`config.mk`:
```
export PLATFORM = sky130hd
export DESIGN_NAME = digdug_spatram
export DESIGN_NICKNAME = d
export VERILOG_FILES = /design/src/rtl/digdug_spatram.sv
export SDC_FILE = /design/constraint.sdc
export NUM_CORES = 2
export LEC_CHECK = 0
export BUFFER_PORTS_ARGS = -buffer_cell sky130_fd_sc_hd__buf_2
export CAP_MARGIN = 20
export CORE_UTILIZATION = 50
export CTS_CLUSTER_DIAMETER = 100
export DETAILED_ROUTE_END_ITERATION = 6
export HOLD_SLACK_MARGIN = 0.1
export PLACE_DENSITY = 0.67
export SYNTH_ARGS = -nofsm -noshare
export SYNTH_HDL_FRONTEND = slang
export SYNTH_SLANG_ARGS = --single-unit
```
`constraint.sdc`:
```
create_clock -name CLK48M -period 8.3 [get_ports CLK48M]
set_clock_uncertainty 0.2 [all_clocks]
set_input_delay 0.83 -clock CLK48M [delete_from_list [all_inputs] [get_ports CLK48M]]
set_output_delay 0.83 -clock CLK48M [all_outputs]
set_load 0.1 [all_outputs]
```
`src/rtl/digdug_spatram.sv`:
```
// digdug_spatram: sprite-attribute RAM for the video sprite read port.
// Three CPU-written 8-bit banks hold 2^AW entries and form the 24-bit SPATDT word.
// Build option DIGDUG_SPSHADOW_EN: when defined, a display-side shadow RAM is
// refreshed from the CPU RAM on every VBLK rising edge. The video port reads
// only the shadow, so it never sees a half-updated table. When undefined, the
// video port reads the CPU RAM directly and COPYBUSY/COPYDONE stay low.
// RAM contents are not cleared by reset.
module digdug_spatram #(
  parameter int AW = 7,
  parameter int DW = 8
) (
  input  logic            CLK48M,
  input  logic            RESET_N,
  input  logic [AW-1:0]   CPUAD,
  input  logic [1:0]      CPUBK,
  input  logic            CPUWR,
  input  logic [DW-1:0]   CPUDI,
  output logic [DW-1:0]   CPUDO,
  input  logic            VBLK,
  input  logic            SPATCL,
  input  logic [AW-1:0]   SPATAD,
  output logic [3*DW-1:0] SPATDT,
  output logic            COPYBUSY,
  output logic            COPYDONE
);
  localparam int DEPTH = 1 << AW;

  logic [DW-1:0]   r_bank0 [DEPTH];
  logic [DW-1:0]   r_bank1 [DEPTH];
  logic [DW-1:0]   r_bank2 [DEPTH];

  logic [DW-1:0]   r_cpudo;
  logic            r_spatcl;
  logic            r_vid_vld;
  logic [3*DW-1:0] r_vid_rd;
  logic [3*DW-1:0] r_spatdt;
  logic            w_vid_edge;
  logic [3*DW-1:0] w_vid_word;

  assign w_vid_edge = SPATCL & ~r_spatcl;
  assign CPUDO      = r_cpudo;
  assign SPATDT     = r_spatdt;

  // CPU write port; bank 3 selects nothing
  always_ff @(posedge CLK48M) begin
    if (CPUWR) begin
      case (CPUBK)
        2'd0:    r_bank0[CPUAD] <= CPUDI;
        2'd1:    r_bank1[CPUAD] <= CPUDI;
        2'd2:    r_bank2[CPUAD] <= CPUDI;
        default: ;
      endcase
    end
  end

  // CPU read-back with one-cycle latency; read-first against a same-cycle write
  always_ff @(posedge CLK48M) begin
    if (!RESET_N) begin
      r_cpudo <= {DW{1'b0}};
    end else begin
      case (CPUBK)
        2'd0:    r_cpudo <= r_bank0[CPUAD];
        2'd1:    r_cpudo <= r_bank1[CPUAD];
        2'd2:    r_cpudo <= r_bank2[CPUAD];
        default: r_cpudo <= {DW{1'b0}};
      endcase
    end
  end

  // Video strobe edge detect, read on the edge cycle, present two cycles later
  always_ff @(posedge CLK48M) begin
    if (!RESET_N) begin
      r_spatcl  <= 1'b0;
      r_vid_vld <= 1'b0;
      r_vid_rd  <= {(3*DW){1'b0}};
      r_spatdt  <= {(3*DW){1'b0}};
    end else begin
      r_spatcl  <= SPATCL;
      r_vid_vld <= w_vid_edge;
      if (w_vid_edge) begin
        r_vid_rd <= w_vid_word;
      end
      if (r_vid_vld) begin
        r_spatdt <= r_vid_rd;
      end
    end
  end

`ifdef DIGDUG_SPSHADOW_EN
  typedef enum logic [1:0] {
    ST_IDLE  = 2'd0,
    ST_COPY  = 2'd1,
    ST_DRAIN = 2'd2
  } state_t;

  state_t          r_state;
  state_t          w_state_nxt;
  logic [AW-1:0]   r_cnt;
  logic [AW-1:0]   w_cnt_nxt;
  logic            r_vblk;
  logic            w_vblk_edge;
  logic            w_cnt_last;
  logic            r_busy;
  logic            r_done;
  logic            r_cp_vld;
  logic [AW-1:0]   r_cp_addr;
  logic [3*DW-1:0] r_cp_data;
  logic [3*DW-1:0] r_dsp [DEPTH];

  assign w_vblk_edge = VBLK & ~r_vblk;
  assign w_cnt_last  = (r_cnt == {AW{1'b1}});
  assign w_vid_word  = r_dsp[SPATAD];
  assign COPYBUSY    = r_busy;
  assign COPYDONE    = r_done;

  // Copy FSM next state and entry counter; retriggers while busy are dropped
  always_comb begin
    w_state_nxt = r_state;
    w_cnt_nxt   = r_cnt;
    case (r_state)
      ST_IDLE: begin
        if (w_vblk_edge) begin
          w_state_nxt = ST_COPY;
          w_cnt_nxt   = {AW{1'b0}};
        end else begin
          w_state_nxt = ST_IDLE;
        end
      end
      ST_COPY: begin
        if (w_cnt_last) begin
          w_state_nxt = ST_DRAIN;
        end else begin
          w_cnt_nxt = r_cnt + 1'b1;
        end
      end
      ST_DRAIN: w_state_nxt = ST_IDLE;
      default:  w_state_nxt = ST_IDLE;
    endcase
  end

  // FSM state, counter, VBLK edge register and status flags
  always_ff @(posedge CLK48M) begin
    if (!RESET_N) begin
      r_state <= ST_IDLE;
      r_cnt   <= {AW{1'b0}};
      r_vblk  <= 1'b0;
      r_busy  <= 1'b0;
      r_done  <= 1'b0;
    end else begin
      r_state <= w_state_nxt;
      r_cnt   <= w_cnt_nxt;
      r_vblk  <= VBLK;
      r_busy  <= (w_state_nxt != ST_IDLE);
      r_done  <= (r_state == ST_DRAIN);
    end
  end

  // Copy read stage: all three CPU banks at the counter, one entry per cycle
  always_ff @(posedge CLK48M) begin
    if (!RESET_N) begin
      r_cp_vld  <= 1'b0;
      r_cp_addr <= {AW{1'b0}};
      r_cp_data <= {(3*DW){1'b0}};
    end else begin
      r_cp_vld  <= (r_state == ST_COPY);
      r_cp_addr <= r_cnt;
      r_cp_data <= {r_bank2[r_cnt], r_bank1[r_cnt], r_bank0[r_cnt]};
    end
  end

  // Display RAM write stage; a write already in flight completes even under reset
  always_ff @(posedge CLK48M) begin
    if (r_cp_vld) begin
      r_dsp[r_cp_addr] <= r_cp_data;
    end
  end
`else
  logic w_unused_vblk;

  assign w_unused_vblk = VBLK;
  assign w_vid_word    = {r_bank2[SPATAD], r_bank1[SPATAD], r_bank0[SPATAD]};
  assign COPYBUSY      = 1'b0;
  assign COPYDONE      = 1'b0;
`endif

endmodule

```
==> metrics.yaml <==
status: "complete, but fails checks"
violations: "DRC"
ys_seq_area_frac: 0.647
layout_setup_ws_ns: 3.26
r2r-start: "r_bank0[127][0]"
fin_nets: 8338
rsz0062_at_grt: "false"
htree_levels: 5
hold_path_depth: 1
r2r_end: "CPUDO[0]"
cts_resized: 0
yosysUniqueCellTypes: 73
synth_seq_cells: 3130
multi_input_area_um2: 47900
critPathArrivalTime_ns: 5.68
report.power.total_mw: 35.4
clock-root-buffer: "clkbuf_16"
fillers: 21400
maxSlewHeadroom: 0.0386
clkSinkCount: 3130
min-delay-start: "CPUDI[4]"
dp.final_hpwl_mm: 333
dieArea_um2: 291000
synth_flop_cell: "edfxtp_1"
wl_per_cell_um: 43.4
dpl_cell_area_um2: 149000
grt_usage: 0.361
areaGrowthSynthToFinish_pct: 10.8
slowest_stage: "nor4_1"
numCtsBuffers: 322
seqCellArea_um2: 93400
core-area_um2: 286000
yosysTopAreaCell: "edfxtp_1"
crit_path_start_kind: "input port"
worstPathMaxFanout: 84
drv_cap: 0
cts_buffer_depth: 4
slew_violations: 0
io_buffer_count: 59
dr.pass1.iters: 7
setup_violations: 0
cp.required_ns: 8.94
endpoint_kind: "flip-flop"
peakVddDrop_mv: 0.185
finish.instance_area_um2: 160000
synth-async-reset-ratio: 0
path_class: "in2reg"
antenna_found_initial: 36
path_buf_inv: 3
synth_edf_count: 3072
die_x_um: 540
grt_max_degree: 232
post-place-ws_ns: 2.55
syn-instance-count: 8372
yosysWarnings: 0
grt_pass1_wl_mm: 731
via_per_inst: 7.74
synthTopCellsByCount: "3,072 x edfxtp_1, 1,074 x mux4_2, 621 x nor2_1, 377 x mux2i_1, 372 x clkbuf_1"
clk_pin_slew_worst_paths_ns: 0.06
hold_end: "r_bank1[35][4]"
fin_crit_ns: 5.04
netlist.area_leader.share: 0.638
whs_ns: 0.212
powerDensity_nw_per_um2: 221
clock.fmax_mhz: 198
vias: 95400
r2r_cells: 9
hold_class: "in2reg"
setup_tns_ns: 0
cts_tree: "done"
grt-ovfl-total: 0
final_layout_size_suffix_gt1_frac: 0.258
synth.avg_cell_area_um2: 17.3
cp_cell_sequence: "buf_8 > buf_12 > and2_4 > buf_4 > a22oi_1 > o2111ai_1 > a21oi_1 > nor4_1 > nor4b_1 > or3_1"
place_congestion: 0.951
synthTopCellsByArea: "edfxtp_1 64%, mux4_2 17%, mux2i_1 2.6%"
cpLargestDelayFamily: "simple AND/OR/NAND/NOR gates"
first_global_vias: 90900
ant_nets: 0
crit_path_max_incr_delay_ns: 0.95
ios: 63
postCtsSetupRepairBufs: 0
fp-row-count: 196
clk_latency_ns: 0.91
hold_viol: 0
post-route-drc-count: 3
routed_wl_mm: 535
tightest_slew_ns: 1.44
yosysMostFrequentCell: "edfxtp_1"
drtIter0Drc: 19100
rrSetupSlack_ns: 4.44
initial_utilization: 0.505
syn-cell-area_um2: 144000
fp.dieH_um: 540
fin_crit_sh: 0.607
p_leak_nw: 49.5
[cell families (layout without fill, tap and decap cells)]
logic type | count (synthesis) | count (layout) | share of synthesized area
buf+inv | 766 | 949 | 0.0235
flops | 3130 | 3130 | 0.647
other cells | 1 | 21 | 0.0000260
simple gates | 1069 | 1069 | 0.0314
mux | 1693 | 1693 | 0.212
compound gates | 1713 | 1713 | 0.0862
[flip-flops by register name, summed over array words and instances, names as in the netlist]
register   flops
CPUDO          8
SPATDT        24
r_bank0     1024
r_bank1     1024
r_bank2     1024
r_spatcl       1
r_vid_rd      24
r_vid_vld      1
[metrics by stage]
step	util	std cells
after detailed placement	0.522	11700
after global placement	0.522	11700
after global routing	0.559	12300
final	0.559	12300
after floorplan	-	8373
after CTS	0.559	12300
[where the power goes]
group	switching [mW]	internal [mW]	total (mW)
Combinational	2.14	1.02	3.16
Clock	6.30	8.46	14.8
Sequential	0.0502	17.4	17.4
[timing repair]
item                                    CTS  global route
endpoints found under the setup margin    0             0
hold endpoints to repair                  2             0
hold buffers                              1             0
[worst max-delay path by stage]
| stage | cells after the start | slack (ns) | start | end |
|---|---|---|---|---|
| finish | 10 | 3.26 | CPUAD[2] | CPUDO[6] |
| global route | 10 | 3.41 | CPUAD[2] | CPUDO[6] |
| CTS | 11 | 3.50 | CPUAD[2] | CPUDO[6] |
| detailed placement | 11 | 2.55 | CPUAD[2] | CPUDO[6] |
| global placement | 9 | 2.15 | CPUAD[2] | CPUDO[6] |
| floorplan | 8 | 4.75 | CPUAD[0] | r_bank0[100][0] |
[final cells by class]
class / instances / area share
Antenna cell: 19 / 0.000297
Sequential cell: 3130 / 0.583
Inverter: 6 / 0.000266
Multi-Input combinational cell: 4477 / 0.299
Clock inverter: 182 / 0.0122
Tap cell: 3762 / 0.0294
Clock buffer: 389 / 0.0528
Timing Repair Buffer: 372 / 0.0227
[routing by layer]
| layer | GRT usage | wire, um | vias up | part of all wire |
|---|---|---|---|---|
| met5 | 0.000329 | 342 | - | 0.00064 |
| li1 | - | - | 35400 | - |
| met4 | 0.198 | 34900 | 44 | 0.065 |
| met3 | 0.126 | 89000 | 1772 | 0.17 |
| met1 | 0.479 | 180000 | 48700 | 0.34 |
| met2 | 0.522 | 231000 | 9494 | 0.43 |
[layout by cell type (no fill, tap or decap), types with 242 or more instances in the layout]
cell type  Yosys  routed
a22oi_1      315     315
clkbuf_16      0     329
mux2_2       242     242
mux2i_1      377     377
a21oi_1      287     287
nor2_1       621     614
mux4_2      1074    1074
edfxtp_1    3072    3072
a221oi_1     318     318
(Power assumes the default switching activity.)
